**config.mk**
```make
export PLATFORM = sky130hd
export DESIGN_NAME = mode_switch_ctrl
export DESIGN_NICKNAME = d
export VERILOG_FILES = /design/src/rtl/mode_switch_ctrl.sv
export SDC_FILE = /design/constraint.sdc
export NUM_CORES = 1
export LEC_CHECK = 0
export BUFFER_PORTS_ARGS = -buffer_cell sky130_fd_sc_hd__buf_2
export CORE_ASPECT_RATIO = 1.4
export CORE_MARGIN = 2
export CORE_UTILIZATION = 38
export DETAILED_ROUTE_END_ITERATION = 10
export PLACE_DENSITY = 0.66
export SLEW_MARGIN = 20
export SYNTH_ARGS = -nofsm -noshare
export SYNTH_HDL_FRONTEND = slang
export SYNTH_SLANG_ARGS = --single-unit
```
**constraint.sdc**
```tcl
create_clock -name clk -period 2.46 [get_ports clk]
set_input_delay 0.492 -clock clk [delete_from_list [all_inputs] [get_ports clk]]
set_output_delay 0.492 -clock clk [all_outputs]
set_load 0.005 [all_outputs]
```
**src/rtl/mode_switch_ctrl.sv**
```systemverilog
// mode_switch_ctrl
// ----------------
// Mode controller for the piano top level. It picks one of NUM_MODES player
// channels and registers that channel's note, LED, song-number and octave
// onto the shared output path that feeds the buzzer, LED and 7-segment
// drivers. It also owns the play/pause state.
//
// Every mode change mutes the outputs for MUTE_CYCLES cycles. This avoids
// glitches on the shared outputs. If the mode changes again while muted,
// the mute window restarts. An invalid mode (>= NUM_MODES) ends in IDLE
// with all outputs silent.
//
// Optional feature (macro MODE_SWITCH_AUTOSTOP_EN):
//   defined     - a song_done pulse in ACTIVE clears play_state.
//   not defined - song_done is ignored.
//
// Ports:
//   clk         in   system clock
//   reset       in   synchronous, active-low reset
//   mode        in   requested channel index (>= NUM_MODES is invalid)
//   start       in   play/pause request, acts on its rising edge
//   song_done   in   end-of-song pulse from the active player
//   note_in     in   packed per-channel notes, channel k at [k*NOTE_W +: NOTE_W]
//   led_in      in   packed per-channel LED vectors
//   num_in      in   packed per-channel song numbers
//   oct_in      in   packed per-channel octaves
//   note_out    out  registered selected note (0 = rest)
//   led_out     out  registered selected LED vector
//   num_out     out  registered selected song number
//   octave_out  out  registered selected octave (IDLE_OCT when silent)
//   mode_en     out  one-hot enable of the active channel
//   play_state  out  1 = playing, 0 = paused
//   switching   out  high while the mute window is running
module mode_switch_ctrl #(
    parameter int NUM_MODES   = 4,
    parameter int MODE_W      = 3,
    parameter int NOTE_W      = 4,
    parameter int LED_W       = 7,
    parameter int NUM_W       = 4,
    parameter int OCT_W       = 2,
    parameter int MUTE_CYCLES = 16,
    parameter logic [OCT_W-1:0] IDLE_OCT = 2'b01
) (
    input  logic                        clk,
    input  logic                        reset,
    input  logic [MODE_W-1:0]           mode,
    input  logic                        start,
    input  logic                        song_done,
    input  logic [NUM_MODES*NOTE_W-1:0] note_in,
    input  logic [NUM_MODES*LED_W-1:0]  led_in,
    input  logic [NUM_MODES*NUM_W-1:0]  num_in,
    input  logic [NUM_MODES*OCT_W-1:0]  oct_in,
    output logic [NOTE_W-1:0]           note_out,
    output logic [LED_W-1:0]            led_out,
    output logic [NUM_W-1:0]            num_out,
    output logic [OCT_W-1:0]            octave_out,
    output logic [NUM_MODES-1:0]        mode_en,
    output logic                        play_state,
    output logic                        switching
);

    localparam int CNT_W = $clog2(MUTE_CYCLES) + 1;
    localparam logic [CNT_W-1:0]  CNT_LOAD     = CNT_W'(MUTE_CYCLES - 1);
    localparam logic [MODE_W-1:0] INVALID_MODE = MODE_W'(NUM_MODES);

    typedef enum logic [1:0] {
        ST_IDLE   = 2'd0,
        ST_MUTE   = 2'd1,
        ST_ACTIVE = 2'd2
    } state_t;

    state_t             state, state_n;
    logic [MODE_W-1:0]  cur_mode, cur_mode_n;
    logic [MODE_W-1:0]  target, target_n;
    logic [CNT_W-1:0]   cnt, cnt_n;
    logic               play_n;
    logic               start_d;
    logic               start_rise;

    logic [NOTE_W-1:0]    note_sel;
    logic [LED_W-1:0]     led_sel;
    logic [NUM_W-1:0]     num_sel;
    logic [OCT_W-1:0]     oct_sel;
    logic [NUM_MODES-1:0] en_sel;

    assign start_rise = start & ~start_d;

`ifndef MODE_SWITCH_AUTOSTOP_EN
    // song_done only matters when the autostop feature is built in
    logic unused_song_done;
    assign unused_song_done = song_done;
`endif

    // Next-state, mute counter and play/pause decisions
    always_comb begin
        state_n    = state;
        cur_mode_n = cur_mode;
        target_n   = target;
        cnt_n      = cnt;
        play_n     = play_state;
        case (state)
            ST_IDLE, ST_ACTIVE: begin
                if (mode != cur_mode) begin
                    // A mode change beats a start edge on the same cycle
                    target_n = mode;
                    cnt_n    = CNT_LOAD;
                    state_n  = ST_MUTE;
                    play_n   = 1'b0;
                end else if (state == ST_ACTIVE) begin
`ifdef MODE_SWITCH_AUTOSTOP_EN
                    if (song_done) begin
                        play_n = 1'b0;
                    end else if (start_rise) begin
                        play_n = ~play_state;
                    end else begin
                        play_n = play_state;
                    end
`else
                    if (start_rise) begin
                        play_n = ~play_state;
                    end else begin
                        play_n = play_state;
                    end
`endif
                end else begin
                    // Start edges are ignored in IDLE
                    play_n = play_state;
                end
            end
            ST_MUTE: begin
                if (mode != target) begin
                    // The request moved again, so restart the full window
                    target_n = mode;
                    cnt_n    = CNT_LOAD;
                end else if (cnt == CNT_W'(0)) begin
                    cur_mode_n = target;
                    if ({1'b0, target} < (MODE_W + 1)'(NUM_MODES)) begin
                        state_n = ST_ACTIVE;
                    end else begin
                        state_n = ST_IDLE;
                    end
                end else begin
                    cnt_n = cnt - CNT_W'(1);
                end
            end
            default: begin
                state_n    = ST_IDLE;
                cur_mode_n = INVALID_MODE;
                target_n   = INVALID_MODE;
                cnt_n      = CNT_W'(0);
                play_n     = 1'b0;
            end
        endcase
    end

    // Channel mux keyed on the mode that will be current after this edge.
    // This lets the entry edge into ACTIVE already load the new channel.
    always_comb begin
        note_sel = {NOTE_W{1'b0}};
        led_sel  = {LED_W{1'b0}};
        num_sel  = {NUM_W{1'b0}};
        oct_sel  = {OCT_W{1'b0}};
        en_sel   = {NUM_MODES{1'b0}};
        for (int k = 0; k < NUM_MODES; k++) begin
            en_sel[k] = (cur_mode_n == MODE_W'(k));
            note_sel  = note_sel | ({NOTE_W{en_sel[k]}} & note_in[k*NOTE_W +: NOTE_W]);
            led_sel   = led_sel  | ({LED_W{en_sel[k]}}  & led_in[k*LED_W +: LED_W]);
            num_sel   = num_sel  | ({NUM_W{en_sel[k]}}  & num_in[k*NUM_W +: NUM_W]);
            oct_sel   = oct_sel  | ({OCT_W{en_sel[k]}}  & oct_in[k*OCT_W +: OCT_W]);
        end
    end

    // Control state registers
    always_ff @(posedge clk) begin
        if (!reset) begin
            state      <= ST_IDLE;
            cur_mode   <= INVALID_MODE;
            target     <= INVALID_MODE;
            cnt        <= CNT_W'(0);
            start_d    <= 1'b0;
            play_state <= 1'b0;
        end else begin
            state      <= state_n;
            cur_mode   <= cur_mode_n;
            target     <= target_n;
            cnt        <= cnt_n;
            start_d    <= start;
            play_state <= play_n;
        end
    end

    // Registered output path: the selected channel in ACTIVE, silence otherwise
    always_ff @(posedge clk) begin
        if (!reset) begin
            note_out   <= {NOTE_W{1'b0}};
            led_out    <= {LED_W{1'b0}};
            num_out    <= {NUM_W{1'b0}};
            octave_out <= IDLE_OCT;
            mode_en    <= {NUM_MODES{1'b0}};
            switching  <= 1'b0;
        end else begin
            switching <= (state_n == ST_MUTE);
            if (state_n == ST_ACTIVE) begin
                note_out   <= note_sel;
                led_out    <= led_sel;
                num_out    <= num_sel;
                octave_out <= oct_sel;
                mode_en    <= en_sel;
            end else begin
                note_out   <= {NOTE_W{1'b0}};
                led_out    <= {LED_W{1'b0}};
                num_out    <= {NUM_W{1'b0}};
                octave_out <= IDLE_OCT;
                mode_en    <= {NUM_MODES{1'b0}};
            end
        end
    end

endmodule

```
### After elaboration in Yosys (flattened, before gate mapping)

Cells that the tools add are included.

| storage, ports and cells | value |
|---|---|
| register bits | 37 |
| latch bits | 0 |
| memory bits (writable) | 0 |
| bits in read-only memories | 0 |
| output and inout bits | 23 |
| logic and storage cells | 87 |
| memories kept | 0 |

| cells by class | value |
|---|---|
| add/subtract/negate cells | 1 |
| $mul | 0 |
| div/mod/pow operators | 0 |
| order comparisons | 1 |
| equality and inequality tests | 14 |
| shift-type cells | 0 |
| muxes and demuxes | 19 |
| bitwise operators | 32 |
| reductions and logical operators | 8 |

Operators by type and width:

| kind | count |
|---|---|
| AND 4 bit | 8 |
| AND 7 bit | 4 |
| OR 4 bit | 6 |
| OR 7 bit | 3 |
| 2-to-1 mux 5 bit | 3 |
| 2-to-1 mux 3 bit | 4 |
| one-hot mux 3 bit (2 select lines) | 2 |
| one-hot mux 5 bit (2 select lines) | 1 |
| != test 3 bit (second input constant) | 3 |
| AND 2 bit | 4 |
| 2-to-1 mux 2 bit | 4 |
| equality test 3 x 2 -> 1 bit (second input constant) | 2 |
| != test 3 bit | 2 |
| OR 2 bit | 3 |
| AND reduction 2 bit | 3 |
| logical NOT 5 bit | 1 |
| subtractor 5 x 1 -> 5 bit (second input constant) | 1 |
| equality test 2 x 1 -> 1 bit (second input constant) | 2 |
| equality test 2 bit (second input constant) | 2 |
| != test 2 bit (second input constant) | 2 |
| one-hot mux 2 bit (2 select lines) | 1 |
| equality test 3 x 1 -> 1 bit (second input constant) | 1 |
| logical NOT 3 bit | 1 |
| less-than comparator 3 bit (second input constant) | 1 |
| other kinds (7) | 11 |

### Depth between registers and ports, before layout

| depth | value |
|---|---|
| depth in word-level cells | 9 |
| gate-level depth with buffers | 9 |
| gate-level depth less buffers | 7 |

### Worst setup path after synthesis

No wires, ideal clock.

| timing path | value |
|---|---|
| kind | register -> register |
| start point | register cnt[0] |
| end point | register note_out[1] |
| setup time | 0.139 ns |
| data arrival time | 1.883 ns |
| data required time | 2.321 ns |
| slack | 0.438 ns |
| stages on the path, launching flop included | 10 |
| path buffers | 2 |
| cells stage by stage | dfxtp_1 -> inv_1 -> ha_1 -> nor4b_4 -> a41oi_2 -> a211o_1 -> buf_6 -> buf_6 -> a211oi_1 -> a211oi_1 |

| between the ends | value |
|---|---|
| cells in the longest elaborated chain, start to end | 9 |
| elaborated cells between the ends (all ways) | 20 |

Ends and longest elaborated chain:

| element | line | source |
|---|---|---|
| start: declaration | 75 | `logic [CNT_W-1:0] cnt, cnt_n;` |
| start signal: assignment | 186 | `cnt <= cnt_n;` |
| logical NOT 5 bit (*) | 135 | `end else if (cnt == CNT_W'(0)) begin` |
| 2-to-1 mux 3 bit | 135 |  |
| 2-to-1 mux 3 bit | 131 | `if (mode != target) begin` |
| one-hot mux 3 bit (2 select lines) | 101 | `case (state)` |
| equality test 3 x 1 -> 1 bit or logical NOT 3 bit (tied branches) | 165 | `en_sel[k] = (cur_mode_n == MODE_W'(k));` |
| AND 4 bit | 166 | `note_sel = note_sel \| ({NOTE_W{en_sel[k]}} & note_in[k*NOTE_W +: NOTE_W]);` |
| OR 4 bit (3 in a row) | 166 |  |
| end signal: assignment | 195 | `note_out <= {NOTE_W{1'b0}};` |
| end signal: assignment | 204 | `note_out <= note_sel;` |
| end signal: assignment | 210 | `note_out <= {NOTE_W{1'b0}};` |
| end: declaration | 53 | `output logic [NOTE_W-1:0] note_out,` |

Every way passes the cells marked *; elsewhere a longest branch is shown, timed or not.
A chain may end at the register's enable or synchronous reset.

### Worst setup path in the final report

| timing path | value |
|---|---|
| start point | register cnt[0] |
| end point | register note_out[3] |

The elaborated chain is that of the path after synthesis.

==> flow_summary.ini <==
[clocking]
cts_tree = built
cts-buffers-inserted = 5
cts_htree_levels = 2
cts.sinks = 37
hold_buffers = 0
root_buffer = clkbuf_8
ctsResizeCount = 0
insertion_delay_ns = 0.29
cts.clk_slew.worst_paths_ns = 0.08
cts_buffer_depth = 2
post_cts_buffers = 0

[global_route]
grt_use_met1 = 0.212
grt_use_met2 = 0.338
grt_pass1_wl_um = 9140
overflow = 0
grt_pass1_vias = 2044
grt_start_max_net_pins = 40
grt-busiest-layer = met2
track_usage = 0.193
use_met3 = 0.0589
antenna_found_initial = 0

[floorplanning]
die_w_um = 66.9
ioPinCount = 98
dieArea_um2 = 6150
core_um2 = 5450
placementRows = 32
die_y_um = 92.0
initial_utilization = 0.386

[outcome]
status = completed

[routing]
drt_iter0_drc = 79
routedWlPerCell_um = 14.0
vias_per_cell = 5.42
routed_wl_um = 5470
remaining_drc_errors = 0
drt-pass1-iter-count = 4
via_count = 2121
antenna_left = 0

[power_and_ir_drop]
vdd_drop_max_mv = 0.230
p_per_area_nw_per_um2 = 493
leakagePower_nw = 1.20

[sta]
setup_tns_ns = 0
fmaxAchievable_ghz = 0.449
skew_ns = 0.0110
drv_slew = 0
worst_pin_slew_ns = 1.02
period_share = 0.906
fin_crit_ns = 2.23
rsz0062_at_grt = false
setup_viol = 0
slew_headroom = 0.321
hold_viol_final = 0

[place]
place_congestion = 0.733
dp_hpwl_um = 4150
placed_cell_area_um2 = 2670
port-buffer-count = 96

[yosys]
synth-main-ff-cell = dfxtp_1
syn_nets = 305
synth_top_area_frac = 0.352
synth-edff-count = 0
yosys.area_share.simple = 0.130
ys_types = 43
synthArstFlopShare = 0
synth.cell_area_um2 = 2100
ys_ff_latch = 37
synth.area.mux_share = 0.102
synth_xor_area_frac = 0.0375
synth_top_family_by_area = compound AO/OA/AOI/OAI gates
synth_fa_ha_area_frac = 0.0119
yosysSeqAreaShare = 0.352
synthCells = 228
yosysWarningCount = 0
synth.avg_cell_area_um2 = 9.22
synth_compound_area_frac = 0.284
yosysTopAreaCell = dfxtp_1
yosys-top-cells-area = dfxtp_1 (35%), a211oi_1 (12%), mux2i_1 (8.6%)

[cells_and_area]
drive_above_1_share = 0.372
nNetsFinal = 399
area_growth_pct = 32.5
layout_commonest_cell = buf_2
finalInstanceArea_um2 = 2790
layout_common_cells = buf_2 (96), dfxtp_1 (37), a211oi_1 (34)
diodes = 0

[critical_path]
worstSetupStartpoint = cnt[0]
cp_max_fo = 16
required_ns = 2.66
arrival_ns = 2.43
r2r_start = cnt[0]
critPathKind = register to register
worst_setup_path_start_kind = register
crit_path_end_kind = register

[flow_run]
drv_cap = 0

[hold_path]
worstHoldStart = start
hp-class = input pin to register
[routing by layer]
| layer | wire length (um) | vias to the layer above |
|---|---|---|
| li1 | - | 1051 |
| met1 | 2130 | 976 |
| met2 | 2830 | 88 |
| met3 | 405 | 6 |
| met4 | 99 | 0 |
| met5 | 0 | - |
[cell usage after synthesis (all sizes together) (3+ instances only)]
| cell | instances |
|---|---|
| a2111oi | 16 |
| a211oi | 34 |
| a21boi | 3 |
| a21oi | 4 |
| a31oi | 3 |
| and2 | 5 |
| buf | 9 |
| clkbuf | 9 |
| dfxtp | 37 |
| inv | 20 |
| mux2i | 19 |
| nand2 | 8 |
| nand2b | 4 |
| nor2 | 4 |
| nor2b | 4 |
| nor3 | 4 |
| nor3b | 5 |
| o21a | 3 |
| o21ai | 7 |
| xnor2 | 7 |
[flip-flops by register name, indices dropped and copies added, names as in the netlist]
signal and flops:
mode_en 4, state 2, play_state 1, note_out 4, led_out 7, num_out 4, start_d 1, cur_mode 3
cnt 5, octave_out 2, switching 1, target 3
[metrics by stage]
step | setup slack (ns) | hold slack (ns) | power, mW | cells | util
finish | 0.231 | 0.422 | 1.37 | 391 | 0.512
global route | 0.0175 | 0.409 | 1.46 | 391 | 0.512
CTS | 0.209 | 0.416 | 1.39 | 391 | 0.511
detailed placement | 0.209 | 0.480 | 0.860 | 383 | 0.490
global placement | 0.221 | 0.465 | 0.856 | 383 | 0.490
floorplan | 0.438 | 0.465 | 0.764 | 228 | -
[worst paths after layout]
kind,slack [ns],cells past startpoint,end
setup reg to reg,0.23,8,note_out[3]
setup / recovery,0.23,8,note_out[3]
hold / removal,0.42,2,start_d
hold reg to reg,0.48,2,play_state
[layout make-up]
cell class	count	area [um^2]
fill	554	2660
multi-input combinational	153	1200
sequential	37	741
timing repair buffer	105	573
tap	68	85.1
inverter	20	75.1
clock buffer	5	68.8
clock inverter	3	46.3
[kinds of logic after synthesis]
family,Yosys count
fa+ha+maj,2
buf+inv,38
mux,20
simple gates,43
compound gates,79
flops,37
xor+xnor,9
[worst max-delay path: stages (launching register included)]
cell,delay (ns)
dfxtp_1,0.34
inv_1,0.09
ha_1,0.16
nor4b_4,0.36
a41oi_2,0.18
buf_4,0.22
a2111oi_0,0.46
a211oi_1,0.09
a211oi_1,0.22
[power breakdown]
group	internal, mW	switching [mW]
combinational	0.111	0.103
sequential	0.614	0.0172
clock	0.303	0.226
Power figures use the tool's default switching activity.
